===== src/rtl/dp_sched_pkg.sv =====
// Shared types and width helpers for the round-robin datapath scheduler.
package dp_sched_pkg;

  // Largest requester count the tag id field can address.
  localparam int unsigned MAX_NUM_REQ = 16;
  localparam int unsigned ID_W        = $clog2(MAX_NUM_REQ);

  typedef enum logic [1:0] {
    ST_IDLE  = 2'd0,
    ST_RUN   = 2'd1,
    ST_DRAIN = 2'd2
  } state_t;

  typedef struct packed {
    logic            valid;
    logic [ID_W-1:0] id;
  } tag_t;

  // Width of a counter that must hold 0..n inclusive.
  function automatic int unsigned cnt_w(input int unsigned n);
    return $clog2(n + 1);
  endfunction

  // Width of an index over n items, never below one bit.
  function automatic int unsigned idx_w(input int unsigned n);
    return (n > 1) ? $clog2(n) : 1;
  endfunction

endpackage


===== src/rtl/dp_resp_fifo.sv =====
// Per-requester response FIFO: registered storage, head visible the cycle
// after a push; push and pop may coincide, including when full.
module dp_resp_fifo
  import dp_sched_pkg::*;
#(
  parameter int unsigned DATA_W = 8,
  parameter int unsigned DEPTH  = 2
) (
  input  logic              clk_i,
  input  logic              rst_i,
  input  logic              push_i,
  input  logic [DATA_W-1:0] data_i,
  input  logic              pop_i,
  output logic              valid_o,
  output logic [DATA_W-1:0] data_o
);

  localparam int unsigned AW = idx_w(DEPTH);
  localparam int unsigned CW = cnt_w(DEPTH);

  logic [DATA_W-1:0] r_mem [DEPTH];
  logic [AW-1:0]     r_wr_ptr;
  logic [AW-1:0]     r_rd_ptr;
  logic [CW-1:0]     r_count;
  logic              w_full;
  logic              w_do_pop;
  logic              w_do_push;

  function automatic logic [AW-1:0] next_ptr(input logic [AW-1:0] p);
    return (p == AW'(DEPTH - 1)) ? '0 : p + AW'(1);
  endfunction

  assign w_full    = (r_count == CW'(DEPTH));
  assign w_do_pop  = pop_i && (r_count != '0);
  // At full with a pop, the write lands on the slot being vacated.
  assign w_do_push = push_i && (!w_full || w_do_pop);

  assign valid_o = (r_count != '0);
  assign data_o  = r_mem[r_rd_ptr];

  // Storage, pointers and occupancy.
  always_ff @(posedge clk_i or posedge rst_i) begin
    if (rst_i) begin
      for (int unsigned k = 0; k < DEPTH; k++) r_mem[k] <= '0;
      r_wr_ptr <= '0;
      r_rd_ptr <= '0;
      r_count  <= '0;
    end else begin
      if (w_do_push) begin
        r_mem[r_wr_ptr] <= data_i;
        r_wr_ptr        <= next_ptr(r_wr_ptr);
      end
      if (w_do_pop) r_rd_ptr <= next_ptr(r_rd_ptr);
      if (w_do_push && !w_do_pop)      r_count <= r_count + CW'(1);
      else if (!w_do_push && w_do_pop) r_count <= r_count - CW'(1);
    end
  end

  a_no_overflow: assert property (@(posedge clk_i) disable iff (rst_i)
    !(push_i && w_full && !w_do_pop));

endmodule


===== src/rtl/dp_rr_scheduler.sv =====
// Round-robin scheduler sharing one fixed-latency datapath among NUM_REQ
// requesters, with tag-matched returns into credit-limited response FIFOs.
// Optional build macro SYN_OPT_DP_PERF_EN adds grant/stall perf counters.
module dp_rr_scheduler
  import dp_sched_pkg::*;
#(
  parameter int unsigned DATA_W     = 8,
  parameter int unsigned NUM_REQ    = 2,
  parameter int unsigned DP_LATENCY = 3,
  parameter int unsigned RESP_DEPTH = 2
) (
  input  logic                      clk_i,
  input  logic                      rst_i,
  input  logic                      flush_i,
  input  logic [NUM_REQ-1:0]        req_valid_i,
  output logic [NUM_REQ-1:0]        req_ready_o,
  input  logic [NUM_REQ*DATA_W-1:0] req_data_i,
  input  logic [NUM_REQ-1:0]        req_modif_i,
  output logic                      dp_enb_o,
  output logic                      dp_modif_o,
  output logic [DATA_W-1:0]         dp_data_o,
  input  logic [DATA_W-1:0]         dp_data_i,
  output logic [NUM_REQ-1:0]        resp_valid_o,
  output logic [NUM_REQ*DATA_W-1:0] resp_data_o,
  input  logic [NUM_REQ-1:0]        resp_ready_i,
  output logic                      busy_o
`ifdef SYN_OPT_DP_PERF_EN
  ,
  output logic [NUM_REQ*32-1:0]     perf_grant_cnt_o,
  output logic [31:0]               perf_stall_cnt_o
`endif
);

  localparam int unsigned PW = idx_w(NUM_REQ);
  localparam int unsigned CW = cnt_w(RESP_DEPTH);

  state_t        r_state;
  logic [PW-1:0] r_ptr;
  logic [CW-1:0] r_credit [NUM_REQ];
  logic [PW-1:0] r_issue_id;
  tag_t          r_tag [DP_LATENCY];

  logic [NUM_REQ-1:0] w_elig;
  logic [NUM_REQ-1:0] w_grant;
  logic [NUM_REQ-1:0] w_push;
  logic [NUM_REQ-1:0] w_pop;
  logic               w_grant_any;
  logic [PW-1:0]      w_grant_id;
  logic [PW-1:0]      w_arb_idx;
  logic               w_inflight;
  tag_t               w_ret;

  // Eligibility: valid, credit available, not draining.
  always_comb begin
    w_elig = '0;
    for (int unsigned i = 0; i < NUM_REQ; i++)
      w_elig[i] = req_valid_i[i] && (r_credit[i] < CW'(RESP_DEPTH)) && (r_state != ST_DRAIN);
  end

  // First eligible requester searching upward from the pointer, wrapping.
  always_comb begin
    w_grant     = '0;
    w_grant_any = 1'b0;
    w_grant_id  = '0;
    w_arb_idx   = '0;
    for (int unsigned off = 0; off < NUM_REQ; off++) begin
      w_arb_idx = PW'((32'(r_ptr) + off) % NUM_REQ);
      if (!w_grant_any && w_elig[w_arb_idx]) begin
        w_grant_any          = 1'b1;
        w_grant_id           = w_arb_idx;
        w_grant[w_arb_idx]   = 1'b1;
      end
    end
  end

  assign req_ready_o = w_grant;
  assign w_pop       = resp_valid_o & resp_ready_i;
  assign w_ret       = r_tag[DP_LATENCY-1];

  // Route the returning result to the FIFO named by the last tag stage.
  always_comb begin
    w_push = '0;
    for (int unsigned i = 0; i < NUM_REQ; i++)
      w_push[i] = w_ret.valid && (w_ret.id == ID_W'(i));
  end

  // Work in flight: issue register or any tag stage occupied.
  always_comb begin
    w_inflight = dp_enb_o;
    for (int unsigned k = 0; k < DP_LATENCY; k++)
      w_inflight = w_inflight | r_tag[k].valid;
  end

  assign busy_o = (r_state != ST_IDLE) || w_inflight;

  // Round-robin pointer advances past the winner.
  always_ff @(posedge clk_i or posedge rst_i) begin
    if (rst_i) r_ptr <= '0;
    else if (w_grant_any)
      r_ptr <= (w_grant_id == PW'(NUM_REQ - 1)) ? '0 : w_grant_id + PW'(1);
  end

  // Credits count in-flight plus buffered entries per requester.
  always_ff @(posedge clk_i or posedge rst_i) begin
    if (rst_i) begin
      for (int unsigned i = 0; i < NUM_REQ; i++) r_credit[i] <= '0;
    end else begin
      for (int unsigned i = 0; i < NUM_REQ; i++) begin
        if (w_grant[i] && !w_pop[i])      r_credit[i] <= r_credit[i] + CW'(1);
        else if (!w_grant[i] && w_pop[i]) r_credit[i] <= r_credit[i] - CW'(1);
      end
    end
  end

  // Registered issue to the datapath; operand and modifier hold when idle.
  always_ff @(posedge clk_i or posedge rst_i) begin
    if (rst_i) begin
      dp_enb_o   <= 1'b0;
      dp_modif_o <= 1'b0;
      dp_data_o  <= '0;
      r_issue_id <= '0;
    end else begin
      dp_enb_o <= w_grant_any;
      if (w_grant_any) begin
        dp_data_o  <= req_data_i[w_grant_id*DATA_W +: DATA_W];
        dp_modif_o <= req_modif_i[w_grant_id];
        r_issue_id <= w_grant_id;
      end
    end
  end

  // Tag pipeline fed from the issue register; last stage meets dp_data_i.
  always_ff @(posedge clk_i or posedge rst_i) begin
    if (rst_i) begin
      for (int unsigned k = 0; k < DP_LATENCY; k++) r_tag[k] <= '0;
    end else begin
      r_tag[0] <= '{valid: dp_enb_o, id: ID_W'(r_issue_id)};
      for (int unsigned k = 1; k < DP_LATENCY; k++) r_tag[k] <= r_tag[k-1];
    end
  end

  // Control FSM: flush stops grants and waits for the pipeline to empty.
  always_ff @(posedge clk_i or posedge rst_i) begin
    if (rst_i) r_state <= ST_IDLE;
    else begin
      case (r_state)
        ST_IDLE:  if ((|req_valid_i) && !flush_i) r_state <= ST_RUN;
        ST_RUN:   if (flush_i) r_state <= ST_DRAIN;
                  else if (!(|req_valid_i) && !w_inflight) r_state <= ST_IDLE;
        ST_DRAIN: if (!w_inflight) r_state <= ST_IDLE;
        default:  r_state <= ST_IDLE;
      endcase
    end
  end

  for (genvar g = 0; g < NUM_REQ; g++) begin : g_fifo
    dp_resp_fifo #(
      .DATA_W (DATA_W),
      .DEPTH  (RESP_DEPTH)
    ) u_fifo (
      .clk_i   (clk_i),
      .rst_i   (rst_i),
      .push_i  (w_push[g]),
      .data_i  (dp_data_i),
      .pop_i   (w_pop[g]),
      .valid_o (resp_valid_o[g]),
      .data_o  (resp_data_o[g*DATA_W +: DATA_W])
    );
  end

`ifdef SYN_OPT_DP_PERF_EN
  logic [31:0] r_grant_cnt [NUM_REQ];
  logic [31:0] r_stall_cnt;

  // Saturating grant and stall counters, cleared only by reset.
  always_ff @(posedge clk_i or posedge rst_i) begin
    if (rst_i) begin
      for (int unsigned i = 0; i < NUM_REQ; i++) r_grant_cnt[i] <= '0;
      r_stall_cnt <= '0;
    end else begin
      for (int unsigned i = 0; i < NUM_REQ; i++)
        if (w_grant[i] && (r_grant_cnt[i] != '1)) r_grant_cnt[i] <= r_grant_cnt[i] + 32'd1;
      if ((|req_valid_i) && !w_grant_any && (r_stall_cnt != '1))
        r_stall_cnt <= r_stall_cnt + 32'd1;
    end
  end

  // Flatten grant counters onto the output bus.
  always_comb begin
    perf_grant_cnt_o = '0;
    for (int unsigned i = 0; i < NUM_REQ; i++) perf_grant_cnt_o[i*32 +: 32] = r_grant_cnt[i];
  end

  assign perf_stall_cnt_o = r_stall_cnt;
`endif

endmodule


===== config.mk =====
export PLATFORM = sky130hd
export DESIGN_NAME = dp_rr_scheduler
export DESIGN_NICKNAME = d
export VERILOG_FILES = /design/src/rtl/dp_sched_pkg.sv /design/src/rtl/dp_resp_fifo.sv /design/src/rtl/dp_rr_scheduler.sv
export SDC_FILE = /design/constraint.sdc
export NUM_CORES = 1
export LEC_CHECK = 0
export ABC_AREA = 1
export CORE_MARGIN = 2
export CORE_UTILIZATION = 45
export DETAILED_ROUTE_END_ITERATION = 10
export GPL_ROUTABILITY_DRIVEN = 0
export HOLD_SLACK_MARGIN = 0.06
export PLACE_DENSITY = 0.73
export SLEW_MARGIN = 20
export SYNTH_ARGS = -nofsm -noshare
export SYNTH_HDL_FRONTEND = slang
export SYNTH_SLANG_ARGS = --single-unit

===== constraint.sdc =====
create_clock -name clk_i -period 2.1 [get_ports clk_i]
set_clock_uncertainty 0.2 [all_clocks]
set_input_delay 0.21 -clock clk_i [delete_from_list [all_inputs] [get_ports clk_i]]
set_output_delay 0.21 -clock clk_i [all_outputs]
set_load 0.05 [all_outputs]

==> qor.csv <==
metric;value;unit
yosysTopAreaCell;dfrtp_1;
htree_levels;3;
yosysSeqAreaShare;55.6;%
ff2ff_path_depth;7;
wl;5930;um
core;6280;um2
relSlewSlack;65.0;%
synth_nets;358;
die_h;84.0;um
drc;0;
syn_to_final_growth;34.4;%
place_inst;458;
cts_sinks;64;
dp_slack;0.0630;ns
die_w;84.0;um
start_util;45.9;%
power.density;1840;nW/um2
grt_pass1_vias;2125;
grt_pass1_wl;10200;um
final_util;61.7;%
hold_depth;0;
die_area;7050;um2
yosys_warnings;0;
start_kind;register;
yosysUniqueCellTypes;22;
ant_nets;0;
hp-start;r_tag[10];
holdPathEnd;r_tag[5];
gr-total-overflow;0;
hold_violations;0;
finalSetupViolCount;0;
min_period;1.95;ns
end_kind;output pin;
cp.required;1.69;ns
cts_buffers;9;
syn-cell-area;2880;um2
hold-worst-slack;0.155;ns
pin_count;64;
hpwl;4280;um
ys_seq_elements;64;
wl_per_cell;12.4;um
drv_slew;0;
ir_drop;0.00118;V
crit_fanout;4;
cts.path.max_buffers;2;
synthCells;321;
cts_tree;yes;
finalSetupTns;0;ns
rsz0062_at_grt;false;
num_rows;29;
vias;2245;
place.port_buffers;63;
min_path_type;reg2reg;
first_pass_iters;4;
fillers;563;
final_area;3870;um2
rr_startpoint;r_state[0];
antenna_found_initial;0;
finalNonFillerCells;479;
syn_area_per_cell;8.97;um2
r2r_setup_slack;0.23;ns
period_share;93.0;%
synth.area.top_cells;dfrtp_1 56%, nand2_1 16%, o21ai_2 4.9%;
max_cap_violations;0;
p_leak;1.94;nW
worst_slew_pin_slew;0.523;ns
arrival;1.54;ns
design_power_total;7.12;mW
grt_max_degree;28;
drt_iter0_drc;145;
cts_root_buffer;clkbuf_8;
r2r_end;r_credit[3];
fin_nets;434;
cts.clk_slew.worst_paths;0.07;ns
diodes;0;
clk_latency;0.33;ns
yosysTopAreaCellShare;55.6;%
drive_above_1_share;19.4;%
placed_area;3570;um2
timing.fmax;0.512;GHz
viasPerCell;4.69;
path_class;reg2out;
setup_slack;0.148;ns
status;finished clean;
grt_usage;18.1;%
## worst max-delay path by stage
stage / slack [ns] / to / cells after the start / from
finish: 0.15 / req_ready_o[0] / 5 / r_state[0]
global route: 0.04 / req_ready_o[0] / 6 / r_state[1]
CTS: 0.06 / req_ready_o[0] / 6 / r_state[1]
detailed placement: 0.06 / r_credit[3] / 8 / req_valid_i[1]
global placement: 0.11 / r_credit[1] / 8 / req_valid_i[0]
floorplan: 0.09 / dp_data_o[0] / 1 / rst_i
## synth_stat cells, drive strengths merged
cell type	number
xor2	6
nand2	128
inv	25
xnor2	4
or2	3
nand3b	2
clkinv	3
ha	4
nor2	10
o21ai	39
a21oi	7
nand3	13
dfrtp	64
buf	13
## cells in the final DEF, fill, tap and decap left out, drive strengths merged, types with 6 or more instances in the layout
cell type,count
nor2,10
a21oi,7
nand3,13
nand2,128
xor2,6
dfrtp,64
buf,34
clkdlybuf4s50,42
clkbuf,11
inv,25
o21ai,39
## flip-flops by register name, summed over array words and instances (netlist names), 2 cells and up
name                    cells
g_fifo.u_fifo.r_rd_ptr      2
g_fifo.u_fifo.r_count       4
g_fifo.u_fifo.r_mem        32
r_credit                    4
r_tag                       6
g_fifo.u_fifo.r_wr_ptr      2
dp_data_o                   8
r_state                     2
## what timing repair did
action,CTS,global route
endpoints found under the setup margin,1,2
hold endpoints to repair,16,0
resized for setup,1,1
gates cloned,0,0
hold buffers,1,0
buffers inserted,0,4
## logic make-up (layout without fill, tap and decap cells)
family                   count (synthesis)  after routing  share of synthesized area, %
AND/OR/NAND/NOR                        156            156                          22.1
flip-flops                              64             64                          55.6
AO/OA/AOI/OAI                           46             46                          10.1
buffers and inverters                   41            122                          7.39
XOR/XNOR                                10             10                          3.04
adder cells (fa/ha/maj)                  4              4                          1.74
## metal layers
metal / vias to the layer above / wire length, um / track usage (%)
met3: 6 / 384 / 6.23
met5: - / 0 / 0
met4: 0 / 46 / 4.25
met2: 67 / 2790 / 27.9
met1: 1020 / 2700 / 24.7
li1: 1152 / - / -
## worst max-delay path, cell delays in order, from the launching register on
cell and delay, ns:
dfrtp_1 0.41, nor2_1 0.22, nor2_1 0.09, a21oi_1 0.19, buf_4 0.18, buf_12 0.13
## layout make-up
class	instances	area (um2)	area share (%)
sequential	64	1600	41.4
multi-input combinational	216	1070	27.6
timing repair buffer	78	744	19.2
clock buffer	11	151	3.91
inverter	28	105	2.72
clock inverter	5	103	2.65
tap	77	96.3	2.49
## where the power goes
part | switching (mW) | internal (mW) | leakage [nW] | total, mW
combinational | 2.39 | 1.26 | 1.03 | 3.65
clock | 0.465 | 0.852 | 0.126 | 1.32
sequential | 0.325 | 1.83 | 0.786 | 2.16
Power figures use the tool's default switching activity.
